`src/rtl/pulse_train_controller_pkg.sv`:
```
// Shared types and helpers for the pulse train controller.
// Holds the sequencer state encoding and the phase-counter reload rule.
package pulse_train_controller_pkg;

    typedef enum logic [1:0] {
        ST_IDLE = 2'd0,
        ST_HIGH = 2'd1,
        ST_LOW  = 2'd2
    } pulse_train_controller_state_t;

    // A programmed length of 0 behaves as 1, so the counter reload floors at 0.
    localparam int unsigned MIN_PHASE_CYCLES = 1;

    function automatic logic [31:0] phase_reload(input logic [31:0] cfg);
        return (cfg < MIN_PHASE_CYCLES) ? 32'd0 : cfg - MIN_PHASE_CYCLES;
    endfunction

endpackage

```
`src/rtl/pulse_train_controller_phase_counter.sv`:
```
// Loadable, non-wrapping down-counter with a zero flag.
// Times one phase (high or low) of the pulse train.
module phase_counter #(
    parameter int WIDTH = 8
) (
    input  logic             clock,
    input  logic             reset,
    input  logic             load,
    input  logic             dec,
    input  logic [WIDTH-1:0] load_value,
    output logic             zero
);

    logic [WIDTH-1:0] count;

    always_ff @(posedge clock) begin
        if (reset) begin
            count <= '0;
        end else if (load) begin
            count <= load_value;
        end else if (dec && (count != '0)) begin
            count <= count - WIDTH'(1);
        end
    end

    assign zero = (count == '0);

endmodule

```
`src/rtl/pulse_train_controller.sv`:
```
// Generates N pulses of W high cycles separated by G low cycles, launched by start.
// Build option PULSE_TRAIN_CONTROLLER_CONTINUOUS_EN: cfg_count=0 repeats pulses until abort.
module pulse_train_controller
    import pulse_train_controller_pkg::*;
#(
    parameter int WIDTH_WIDTH = 8,
    parameter int GAP_WIDTH   = 8,
    parameter int COUNT_WIDTH = 8
) (
    input  logic                   clock,
    input  logic                   reset,
    input  logic                   start,
    input  logic                   abort,
    input  logic [WIDTH_WIDTH-1:0] cfg_width,
    input  logic [GAP_WIDTH-1:0]   cfg_gap,
    input  logic [COUNT_WIDTH-1:0] cfg_count,
    output logic                   pulse_out,
    output logic                   busy,
    output logic                   done,
    output logic [COUNT_WIDTH-1:0] pulse_index
);

    pulse_train_controller_state_t state, next_state;

    logic [WIDTH_WIDTH-1:0] width_sh;
    logic [GAP_WIDTH-1:0]   gap_sh;
    logic [COUNT_WIDTH-1:0] count_sh;

    logic                   accept;
    logic                   launch_ok;
    logic                   last_pulse;
    logic                   capture;
    logic                   w_load;
    logic                   g_load;
    logic                   w_zero;
    logic                   g_zero;
    logic                   done_next;
    logic [COUNT_WIDTH-1:0] idx_next;
    logic [WIDTH_WIDTH-1:0] w_load_value;
    logic [GAP_WIDTH-1:0]   g_load_value;

    // The done cycle is IDLE too, but a start there must still be ignored.
    assign accept = (state == ST_IDLE) && start && !abort && !done;

`ifdef PULSE_TRAIN_CONTROLLER_CONTINUOUS_EN
    assign launch_ok  = 1'b1;
    assign last_pulse = (count_sh != '0) && (pulse_index == count_sh - COUNT_WIDTH'(1));
`else
    assign launch_ok  = (cfg_count != '0);
    assign last_pulse = (pulse_index == count_sh - COUNT_WIDTH'(1));
`endif

    // On launch the shadows are loading in the same edge, so reload from the live config.
    assign w_load_value = (state == ST_IDLE) ? WIDTH_WIDTH'(phase_reload(32'(cfg_width)))
                                             : WIDTH_WIDTH'(phase_reload(32'(width_sh)));
    assign g_load_value = GAP_WIDTH'(phase_reload(32'(gap_sh)));

    always_comb begin
        next_state = state;
        capture    = 1'b0;
        w_load     = 1'b0;
        g_load     = 1'b0;
        done_next  = 1'b0;
        idx_next   = pulse_index;
        case (state)
            ST_IDLE: begin
                idx_next = '0;
                if (accept) begin
                    if (launch_ok) begin
                        next_state = ST_HIGH;
                        capture    = 1'b1;
                        w_load     = 1'b1;
                    end else begin
                        done_next = 1'b1;
                    end
                end
            end
            ST_HIGH: begin
                if (abort) begin
                    next_state = ST_IDLE;
                    idx_next   = '0;
                end else if (w_zero) begin
                    if (last_pulse) begin
                        next_state = ST_IDLE;
                        done_next  = 1'b1;
                        idx_next   = '0;
                    end else begin
                        next_state = ST_LOW;
                        g_load     = 1'b1;
                    end
                end
            end
            ST_LOW: begin
                if (abort) begin
                    next_state = ST_IDLE;
                    idx_next   = '0;
                end else if (g_zero) begin
                    next_state = ST_HIGH;
                    w_load     = 1'b1;
                    idx_next   = pulse_index + COUNT_WIDTH'(1);
                end
            end
            default: begin
                next_state = ST_IDLE;
                idx_next   = '0;
            end
        endcase
    end

    always_ff @(posedge clock) begin
        if (reset) begin
            state       <= ST_IDLE;
            pulse_out   <= 1'b0;
            busy        <= 1'b0;
            done        <= 1'b0;
            pulse_index <= '0;
            width_sh    <= '0;
            gap_sh      <= '0;
            count_sh    <= '0;
        end else begin
            state       <= next_state;
            pulse_out   <= (next_state == ST_HIGH);
            busy        <= (next_state != ST_IDLE);
            done        <= done_next;
            pulse_index <= idx_next;
            if (capture) begin
                width_sh <= cfg_width;
                gap_sh   <= cfg_gap;
                count_sh <= cfg_count;
            end
        end
    end

    phase_counter #(.WIDTH(WIDTH_WIDTH)) u_high_counter (
        .clock      (clock),
        .reset      (reset),
        .load       (w_load),
        .dec        (state == ST_HIGH),
        .load_value (w_load_value),
        .zero       (w_zero)
    );

    phase_counter #(.WIDTH(GAP_WIDTH)) u_low_counter (
        .clock      (clock),
        .reset      (reset),
        .load       (g_load),
        .dec        (state == ST_LOW),
        .load_value (g_load_value),
        .zero       (g_zero)
    );

endmodule

```
`config.mk`:
```
export PLATFORM = sky130hd
export DESIGN_NAME = pulse_train_controller
export DESIGN_NICKNAME = d
export VERILOG_FILES = /design/src/rtl/pulse_train_controller_pkg.sv /design/src/rtl/pulse_train_controller_phase_counter.sv /design/src/rtl/pulse_train_controller.sv
export SDC_FILE = /design/constraint.sdc
export NUM_CORES = 1
export LEC_CHECK = 0
export ABC_AREA = 1
export CAP_MARGIN = 40
export CORE_MARGIN = 2
export CORE_UTILIZATION = 56
export DETAILED_ROUTE_END_ITERATION = 6
export PLACE_DENSITY = 0.8
export SLEW_MARGIN = 40
export SYNTH_ARGS = -nofsm -noshare
export SYNTH_HDL_FRONTEND = slang
export SYNTH_SLANG_ARGS = --single-unit
```
`constraint.sdc`:
```
create_clock -name clock -period 2.6 [get_ports clock]
set_clock_uncertainty 0.2 [all_clocks]
set_input_delay 0.65 -clock clock [delete_from_list [all_inputs] [get_ports clock]]
set_output_delay 0.65 -clock clock [all_outputs]
set_load 0.02 [all_outputs]
```
==> results of run 1 <==
where the power goes:
group	internal [mW]	switching (mW)	total, mW
logic	0.236	0.341	0.576
clock network	0.187	0.277	0.464
registers	0.863	0.0392	0.902
Yosys cell counts:
cell / instances / area [um2]
clkinv_1: 1 / 3.750
nor2_1: 55 / 206.5
o21ai_2: 1 / 8.760
nor3_1: 6 / 30.03
nand3_4: 1 / 17.52
buf_6: 1 / 11.26
nor2_8: 1 / 20.02
nor4_1: 4 / 25.02
inv_2: 1 / 3.750
clkbuf_1: 7 / 26.28
nand4_1: 16 / 100.1
ha_1: 7 / 87.58
a31oi_1: 2 / 12.51
nand2_2: 3 / 18.77
dfxtp_1: 53 / 1061
o21ai_4: 1 / 16.27
nand2_1: 102 / 382.9
nor2_4: 1 / 11.26
or2_2: 2 / 12.51
nand2_4: 1 / 11.26
o21bai_1: 1 / 7.510
o21ai_1: 1 / 5.000
buf_2: 2 / 10.01
xnor2_1: 4 / 35.03
a21oi_1: 42 / 210.2
nand4_4: 1 / 21.27
a211oi_1: 1 / 7.510
nor3_2: 1 / 10.01
xor2_1: 23 / 201.4
o211ai_1: 2 / 15.01
buf_4: 1 / 7.510
nor3_4: 1 / 16.27
o22ai_1: 5 / 31.28
nor2_2: 2 / 12.51
nand3_2: 1 / 10.01
o21ai_0: 39 / 195.2
nand3_1: 35 / 175.2
buf_1: 1 / 3.750
inv_1: 78 / 292.8
metrics by stage:
| stage | cell area, um2 | worst slack, ns |
|---|---|---|
| finish | 4041 | 0.2276 |
| detailed placement | 3897 | -0.06354 |
| global placement | 3897 | 0.04302 |
| CTS | 3984 | 0.1899 |
| global route | 4041 | 0.04799 |
| floorplan | 3334 | 0.4947 |
timing repair:
item                       4_1_cts  5_1_grt
setup buffers                    0        5
hold endpoints to repair         0        0
setup endpoints to repair        0       10
resized for setup                0        2
per-layer routing:
metal	GRT usage [%]	vias up	share of wire, %
met3	3.778	13	4.0
met1	33.08	1525	46
met5	0	-	0
met4	5.932	0	1.2
li1	-	1755	-
met2	45.79	79	49
cell families (layout without fill, tap and decap cells):
| family | count (synthesis) | count (layout) | share of synthesized area, % |
|---|---|---|---|
| buffers and inverters | 92 | 149 | 10.77 |
| adder cells (fa/ha/maj) | 7 | 7 | 2.627 |
| flip-flops | 53 | 53 | 31.82 |
| AO/OA/AOI/OAI | 95 | 95 | 15.27 |
| AND/OR/NAND/NOR | 233 | 233 | 32.42 |
| XOR/XNOR | 27 | 27 | 7.092 |
critical path, cell delays in order (launching register included):
cell and delay, ns:
dfxtp_1 0.33, inv_1 0.10, ha_1 0.33, nand2_1 0.07, inv_1 0.04, nor2_1 0.09, nand2_1 0.06, nor2_1 0.12
nand3_1 0.11, nor2_2 0.17, nand2_2 0.15, nand3_4 0.18, buf_4 0.14, nand3_1 0.08, nand2_1 0.08, nor2_1 0.04
area by class of cell:
cell class,instances,area [um2]
Tap cell,75,93.84
Fill cell,511,1809
Inverter,80,300.3
Multi-Input combinational cell,362,1922
Timing Repair Buffer,61,578.1
Sequential cell,53,1061
Clock buffer,5,68.82
Clock inverter,3,17.52
sequential cells by signal, indices dropped and copies added (netlist names):
register,flops
busy,1
pulse_out,1
width_sh,8
count_sh,8
state,2
pulse_index,8
u_low_counter.count,8
u_high_counter.count,8
done,1
gap_sh,8
worst paths after layout:
| kind | startpoint | endpoint | depth (start not counted) |
|---|---|---|---|
| hold / removal | u_high_counter.count[5]$_SDFFE_PP0P_ | u_high_counter.count[5]$_SDFFE_PP0P_ | 2 |
| hold reg to reg | u_high_counter.count[5]$_SDFFE_PP0P_ | u_high_counter.count[5]$_SDFFE_PP0P_ | 2 |
| setup / recovery | count_sh[0]$_SDFFE_PP0P_ | u_low_counter.count[5]$_SDFFE_PP0P_ | 15 |
| setup reg to reg | count_sh[0]$_SDFFE_PP0P_ | u_low_counter.count[5]$_SDFFE_PP0P_ | 15 |
==> impl_summary.md, run 1 <==
Outcome
The run finished with clean final reports.

Setup path
The critical path endpoint category is a flip-flop. Data arrives at the worst endpoint at around 2.4 ns. For the worst setup path, the data required time is 2.61 ns. For flop-to-flop paths, the worst setup slack is 0.23 ns. The worst setup path is launched from a flip-flop. The maximum fanout along the worst path is 8.

The critical path is of the reg -> reg type.

Finish
In the layout the commonest cells are 102 x nand2_1, 78 x inv_1, 54 x nor2_1. Cells with a size suffix above 1 make up 8.865% of the layout. The final cell count without fillers is 639.

The leading cell type in the layout, fill and taps excluded is nand2_1. Cells fill between 60% and 70% of the core in the end. After the last flow step, the layout net total stands at ~600. From synthesis to final layout, the design area changed by 21.20%. The antenna diode count is 0.

Timing
Subtracting the final worst setup slack from the clock period gives roughly 2.4 ns. Based on the critical path, the design can be clocked at up to approximately 420 MHz. For the pin with the worst max-slew slack, the measured transition is about 0.42 ns.

The hold violation total from the final report came to 0. The total negative slack is 0 ns. The worst slew slack as a fraction of its limit is between 70% and 80%. The tightest hold path in the finished design has a slack of about 0.27 ns. The number of pins exceeding their max-slew limit in the final report is 0. The setup violation total in the final timing report is 0. Of the available clock period, the critical path in the final layout requires roughly nine tenths. Setup repair after global routing left no endpoint under its margin.

Synth
Averaged over all synthesized cells, the footprint is roughly 6.6 um2. The count of unique library cells instantiated by Yosys is 39. The synthesized design contains 53 register bits. Synthesis produced a netlist whose cell count is between 500 and 600. The net count after synthesis is between 500 and 600.

Of the synthesized area, sequential elements account for about a third. For this run, the number of Yosys warnings is 0. The post-synth design cell area is ~3300 um2.

Floorplan
After floorplanning, the core was divided into 28 placement rows. The core region is slightly below 6000 um2. The die is 81.17 um wide. The I/O pin count is 39. The die covers about 6600 um2. The initial utilization of the core area, before any placement, comes to 56.99%. The floorplan step set the die height to 81.17 um.

Clock network
The tree built by TritonCTS fans out to 53 sinks. The number of buffers added to fix hold violations after cts is 0. No sink is reached through more buffers than the 2 on the longest clock path.

At the later pin of the worst-skew pair, clock insertion delay measures ~0.31 ns. The clock slew seen by the registers of the worst setup and hold paths is about 0.1 ns. The depth of the CTS H-tree is 2. The number of buffers inserted during clock tree synthesis is 5. In this run the clock root is driven by a clkbuf_8. The clock tree from TritonCTS is built.

Placement
After legalization and detailed placement, the total HPWL measured between 6000 and 7000 um. The number of cells after detailed placement is approximately 630. Buffers placed on the I/O ports in this run total 38. At the end of routability-driven placement, the weighted congestion stood at 0.9694.

Pwr
Dividing total power by cell area gives a power density of slightly below 500 nW/um2. Overall power consumption after layout is estimated at ~2 mW. The peak supply drop is ~0.33 mV. For this design the static power due to leakage is 1.811 nW.

GRT
The largest net degree at the start of global routing is 44. The number of global-route vias before repair was around 3000. The number of antenna violations at the first check in global routing is 0. The global-route usage over all layers is 25.84%. Global routing finished with a remaining overflow of 0.

The wire length of the first global-routing pass is approximately 14000 um.

Routing
The number of DRC violations after detailed routing is 0. The number of nets with antenna violations after detailed routing is 0. Dividing the detail-routed wire length by the instance count gives between 10 and 15 um.

The routed layout has 3372 vias. Using the TritonRoute via totals, the vias-per-cell ratio works out to between 5 and 6. The total routed wirelength is roughly 8000 um.

The detailed-router iteration count before antenna repair is 5. After the first detailed-routing iteration, the DRC count stood at between 200 and 250.

Run
The tool flagged a number of max-cap violations equal to 0.

Hold path
The worst min-delay path category is reg -> reg.
Note: power is estimated with default switching activity, not from simulation.
==> run 2, diff against run 1 <==
--- a/config.mk
+++ b/config.mk
@@ -6,11 +6,12 @@
 export NUM_CORES = 1
 export LEC_CHECK = 0
 export ABC_AREA = 1
-export CAP_MARGIN = 40
+export CAP_MARGIN = 5
 export CORE_MARGIN = 2
-export CORE_UTILIZATION = 56
+export CORE_UTILIZATION = 58
+export CTS_BUF_LIST = sky130_fd_sc_hd__clkbuf_8
 export DETAILED_ROUTE_END_ITERATION = 6
-export PLACE_DENSITY = 0.8
+export PLACE_DENSITY = 0.82
 export SLEW_MARGIN = 40
 export SYNTH_ARGS = -nofsm -noshare
 export SYNTH_HDL_FRONTEND = slang
==> run 2 against run 1 <==
Register-to-register slack barely moved; combinational power barely moved; clock power rose by 47%; worst setup slack improved by 0.0088 ns; clock-buffer cell count did not move; die area fell by 3.3%; non-clock buffer count fell by 2; worst hold slack improved by 0.0038 ns; critical path depth fell by 1; final area rose by 0.37%; sequential share of layout area fell by 0.097 points.
==> impl_summary.md, run 2 (synthesized netlist as in run 1, its figures left out) <==
Finish
The antenna diode count is 0. The top cell types in the final layout, fill and taps aside, are 102 x nand2_1, 78 x inv_1, 54 x nor2_1. From synthesis to final layout, the design area changed by 21.65%. The final cell count without fillers is 634. The final standard cell utilization of the core is between 70% and 80%. The library cell used most frequently in the layout, excluding fill and tap cells, is nand2_1. The count of nets after finishing is approximately 600.

In the final layout, the share of cells above drive strength 1 is under 10%. The fill cell total of the finished layout is approximately 470. The finished cells cover just over 4000 um2.

Placement
The HPWL after detailed placement is roughly 6200 um. Routability-driven placement finished with a final weighted congestion of approximately 0.9. Once placement completed, the tool counted placed cells totaling around 620. The count of buffers added on input and output ports is 38. The worst slack at placement is -0.05582 ns. In this run the cell area measured after placement is between 3000 and 4000 um2.

Timing
The total negative slack is 0 ns. The shortest period the worst path allows is about 2.4 ns. Once routing completed, OpenROAD measured the worst setup slack at 0.2364 ns. The worst slew slack as a fraction of its limit is between 70 and 80%. For the pin with the worst max-slew slack, the measured transition is between 0.4 and 0.5 ns.

The highest attainable clock frequency is approximately 420 MHz. The worst hold slack is between 0.2 and 0.3 ns. Of the available clock period, the critical path in the final layout requires roughly nine tenths. Setup violations remaining at the end of the flow were counted as 0. The hold violation total from the final report was 0. The number of pins exceeding their max-slew limit in the final report was 0.

GRT
The number of global-route vias before repair is between 3000 and 4000. The largest net degree at the start of global routing is 37. For this run, the total global-route usage over all layers was measured as 27.33%.

The number of antenna violations at the first check in global routing is 0. The wire length of the first global-routing pass is between 10000 and 15000 um. The remaining global-route overflow is 0.

Clock network
The depth of the CTS H-tree is 2. For the worst-skew pair, the clock arrives at the later sink with an insertion delay of between 0.3 and 0.4 ns. After clock tree synthesis, the clock-pin slew on the worst setup and hold paths is around 0.10 ns. The cell sitting at the root of the clock tree is a clkbuf_8. The clock net in this run drives a total of between 50 and 60 sinks. Counting the buffers created by CTS gives 5. The maximum clock path buffer count is 2. The clock tree from TritonCTS is built. After clock tree synthesis, the flow added hold-fix buffers numbering 0.

Floorplan
The initial utilization of the core area, before any placement, comes to about three fifths. The die is about 80 um wide. The area inside the core boundary is ~5500 um2.

The height of the die is ~80 um. 39 I/O pins were placed. Row generation in the floorplan step produced 27 rows. The area of the die is around 6400 um2.

Pwr
The power density over the cells is between 500 and 600 nW/um2. Registers are responsible for 41.8% of the overall power. The switching share of power is about a third. The share of total power dissipated in combinational logic is approximately a quarter.

Summed over all nets, the switching power comes to roughly 0.68 mW. The cell leakage power is approximately 1.8 nW. The internal power of the cells totals between 1 and 1.5 mW. Across the VDD grid, the largest voltage drop is roughly 0.41 mV. The design draws 2.160 mW. The part of the power in the clock network is 31.5%.

Routing
The number of violations reported at the end of detailed-routing iteration 0 is ~190. The number of DRC violations after detailed routing is 0. The average vias per placed instance is ~5.4.

The detailed-route wire length per cell is 12.68 um. Once detail routing completed, the nets flagged for antenna violations numbered 0. The detailed-route via count is approximately 3400. The total routed wirelength is between 8000 and 9000 um.

The first detailed-routing pass took 4 iterations.

Hold path
The worst min-delay path category is reg -> reg.

Setup path
The kind of start point of the critical path is a flip-flop. The required time at the worst-slack endpoint is roughly 2.6 ns. The critical path endpoint category is a flip-flop. At the worst endpoint, the arrival time is roughly 2.4 ns. The setup path with the least slack is of type reg -> reg. The maximum fanout along the worst path is 9.

Run
The tool flagged a number of max-cap violations equal to 0.

Outcome
The run finished with clean final reports.
-- run 2: cell count changes in the layout (fill, tap and decap cells not counted), sizes merged --
cell | previous run | this run
clkinvlp | 1 | 0
clkinv | 3 | 1
bufinv | 0 | 2
inv | 79 | 80
buf | 23 | 21
-- run 2: power groups by stage --
| stage | sequential, mW | clock [mW] | combinational (mW) |
|---|---|---|---|
| final | 0.903 | 0.681 | 0.576 |
| after global placement | 0.920 | 0 | 0.554 |
| after global routing | 0.910 | 0.711 | 0.658 |
| after CTS | 0.902 | 0.683 | 0.570 |
| after detailed placement | 0.921 | 0 | 0.567 |
| after floorplan | 0.916 | 0 | 0.402 |
-- run 2: layout make-up --
cell class	instances	area [um2]	area share, %
clock buffers	5	68.82	1.696
repair buffers	59	550.5	13.57
well taps	72	90.09	2.221
flip-flops and latches	53	1061	26.16
inverters	80	300.3	7.403
clock inverters	3	68.82	1.696
multi-input cells	362	1917	47.25
-- run 2: metal layers --
layer	vias to the layer above	share of wire, %	global-route usage, %
li1	1751	-	-
met1	1547	44	34.93
met2	110	49	47.48
met3	14	4.6	4.072
met4	0	1.8	8.305
met5	-	0	0
-- run 2: worst paths after layout --
kind | startpoint | endpoint | slack (ns) | depth (start not counted)
worst min register to register | u_high_counter.count[5]$_SDFFE_PP0P_ | u_high_counter.count[5]$_SDFFE_PP0P_ | 0.27 | 2
worst min-delay path | u_high_counter.count[5]$_SDFFE_PP0P_ | u_high_counter.count[5]$_SDFFE_PP0P_ | 0.27 | 2
worst max-delay path | count_sh[0]$_SDFFE_PP0P_ | pulse_index[4]$_SDFFE_PP0P_ | 0.24 | 14
worst max register to register | count_sh[0]$_SDFFE_PP0P_ | pulse_index[4]$_SDFFE_PP0P_ | 0.24 | 14
-- run 2: what timing repair did --
item                                    CTS  global route
endpoints found under the hold margin     0             0
endpoints found under the setup margin    0             3
buffers inserted                          0             5
resized for setup                         0             1
-- run 2: worst max-delay path, stage by stage (launching register included) --
cell,delay (ns)
dfxtp_1,0.34
inv_1,0.10
ha_1,0.33
nand2_1,0.08
inv_1,0.04
nor2_1,0.07
nand2_1,0.06
nor2_1,0.10
nand3_1,0.10
nor2_2,0.16
nand2_2,0.15
nand2_2,0.20
nand2_4,0.11
o21ai_1,0.16
nor2_1,0.05
==> run 3, diff against run 2 <==
--- a/config.mk
+++ b/config.mk
@@ -11,7 +11,7 @@
 export CORE_UTILIZATION = 58
 export CTS_BUF_LIST = sky130_fd_sc_hd__clkbuf_8
 export DETAILED_ROUTE_END_ITERATION = 6
-export PLACE_DENSITY = 0.82
+export PLACE_DENSITY = 0.89
 export SLEW_MARGIN = 40
 export SYNTH_ARGS = -nofsm -noshare
 export SYNTH_HDL_FRONTEND = slang
==> run 3 against run 2 <==
Worst setup slack got worse by 0.037 ns; core utilization fell by 1.9 points; final area shrank 2.6%; clock-buffer cell count unchanged; critical endpoint is now u_low_counter.count[1]$_SDFFE_PP0P_.
==> impl_summary.md, run 3 (synthesized netlist as in run 1, its figures left out) <==
Outcome
The flow ran to the end, and the final reports show no timing, DRC or antenna violations.

Placement
The count of buffers from port buffering is 38. Detailed placement finished with a half-perimeter wire length of between 6000 and 7000 um. The area after detailed placement is 3836 um2.

The routability congestion estimate from global placement is ~0.93. Once placement completed, the tool counted placed cells totaling approximately 620.

Routing
The pre-antenna-repair detailed-routing pass consisted of 5 iterations. The number of nets with antenna violations after detailed routing is 0. The average vias per placed instance is roughly 5.5. Dividing the detail-routed wire length by the instance count gives between 10 and 15 um. For this block, the via count after detailed routing is between 3000 and 4000. For this block, the routed nets add up to 8136 um of wire. The number of DRC violations after detailed routing is 0.

The number of violations reported at the end of detailed-routing iteration 0 is approximately 210.

Setup path
The total buffers and inverters traversed by the critical path is 3. The most common cell type on the critical path is nand2_1. The critical path goes through inv_1, ha_1, nand2_1, inv_1, nor2_1, nand2_1, nor2_1, nand3_1, nor2_2, nand2_2, nand3_4, buf_4, nand3_1, nand2_1, a21oi_1.

Along the worst path, the maximum fanout reaches 10. The largest incremental delay on the critical path is 0.37 ns. The worst setup path is captured at a flip-flop.

STA puts the critical path data required time at around 2.6 ns. Broken down by cell family, the worst path's largest delay share belongs to simple AND/OR/NAND/NOR gates. The critical path's slowest cell is dfxtp_1.

For the worst setup path, the data arrival time is 2.41 ns. STA classifies the critical path startpoint as a flip-flop. The worst setup path is of the reg -> reg kind.

Timing
Setup repair after global routing left no endpoint under its margin. Headroom to the max-slew limit came out at between 70% and 80%. The number of pins exceeding their max-slew limit in the final report came to 0.

The hold violation total from the final report came to 0. The total negative slack is 0 ns. The final critical path takes up roughly 92% of the cycle. The transition time at the pin with the least slew margin is 0.3849 ns.

Timing would allow up to roughly 420 MHz. The shortest period the worst path allows is 2.401 ns. Setup violations remaining at the end of the flow were counted as 0. The worst hold slack is 0.2682 ns.

Pwr
The peak supply drop is around 0.27 mV. Summed over all cells, the static leakage comes to roughly 1.8 nW. The sum of internal, switching and leakage power is about 1.9 mW. The power density over the cells is around 490 nW/um2.

GRT
The wire length of the first global-routing pass is 13380 um. Entering global routing, the biggest net connects 28 pins. The number of global-route vias before repair is about 3100.

Across every metal layer, demand over resource in global routing totals 26.13%. Summed over all layers, the global routing overflow is 0. The number of antenna violations at the first check in global routing is 0.

Floorplan
The area inside the core boundary is 5540 um2. The floorplan step defined a die boundary enclosing between 6000 and 7000 um2. For this configuration, the core starts out at a cell density of 60.19%. The height of the die is ~80 um. The die extent in x is around 80 um.

The row count is 27. 39 I/O pins were placed.

Finish
Relative to the synthesized area, the layout overhead comes to 18.50%. The final layout contains approximately 590 nets. The antenna diode count is 0. The share of layout cells above drive strength 1 is about 7.5%. Leaving out fill and tap cells, the most frequent cell in the layout is nand2_1.

Excluding fillers, the count of instances in the completed layout stands at about 630. The final design instance area without fill is between 3000 and 4000 um2. In the layout the commonest cells are 102 x nand2_1, 79 x inv_1, 54 x nor2_1.

Clock network
In this run the number of H-tree levels came out at 2. The tree is rooted in a clkbuf_8. The clock tree from TritonCTS is built. The clock passes through at most 2 buffers. The number of buffers inserted during clock tree synthesis is 5. The clock insertion delay at the later pin of the skew report is between 0.3 and 0.4 ns.

Clock-pin slew was measured on the worst setup and hold paths at 0.10 ns. The total clock sinks is 53.

Run
The max-cap violation count is 0.

Hold path
The worst min-delay path category is reg -> reg.
-- run 3: worst reg2reg max path, cell delays in order (launching register included) --
cell and delay [ns]:
dfxtp_1 0.37, inv_1 0.12, ha_1 0.34, nand2_1 0.09, inv_1 0.04, nor2_1 0.08, nand2_1 0.06, nor2_1 0.12
nand3_1 0.10, nor2_2 0.16, nand2_2 0.12, nand3_4 0.16, buf_4 0.18, nand3_1 0.07, nand2_1 0.07, a21oi_1 0.04
-- run 3: power by group --
group	total (mW)	switching [mW]	internal, mW
Combinational	0.567	0.343	0.225
Clock	0.463	0.279	0.184
Sequential	0.904	0.0406	0.863
Total	1.93	0.663	1.27
-- run 3: layout make-up --
class | instances | area, um2
clock inverter | 3 | 13.76
sequential | 53 | 1061
timing repair buffer | 54 | 500.5
clock buffer | 5 | 68.82
multi-input combinational | 362 | 1917
inverter | 80 | 300.3
tap | 72 | 90.09
fill | 469 | 1589
-- run 3: final timing paths --
kind | from | endpoint | slack, ns | depth (start not counted)
worst max-delay path | count_sh[0]$_SDFFE_PP0P_ | u_low_counter.count[1]$_SDFFE_PP0P_ | 0.20 | 15
worst max register to register | count_sh[0]$_SDFFE_PP0P_ | u_low_counter.count[1]$_SDFFE_PP0P_ | 0.20 | 15
worst min-delay path | u_high_counter.count[5]$_SDFFE_PP0P_ | u_high_counter.count[5]$_SDFFE_PP0P_ | 0.27 | 2
worst min register to register | u_high_counter.count[5]$_SDFFE_PP0P_ | u_high_counter.count[5]$_SDFFE_PP0P_ | 0.27 | 2
-- run 3: layer usage --
metal / vias up / GRT usage, % / share of wire, %
li1: 1746 / - / -
met1: 1559 / 31.74 / 42
met2: 116 / 46.72 / 50
met3: 21 / 4.186 / 5.8
met4: 0 / 8.814 / 2.2
met5: - / 0 / 0
-- run 3: what timing repair did --
item / CTS / global route
hold buffers: 0 / 0
resized for setup: 0 / 2
endpoints found under the setup margin: 0 / 9
setup buffers: 0 / 4
-- run 3: stage by stage --
| stage | util [%] | setup WS, ns |
|---|---|---|
| floorplan | - | 0.4947 |
| global placement | 69.24 | 0.07151 |
| detailed placement | 69.24 | -0.01455 |
| CTS | 70.73 | 0.1723 |
| global route | 71.32 | 0.02107 |
| finish | 71.32 | 0.1994 |
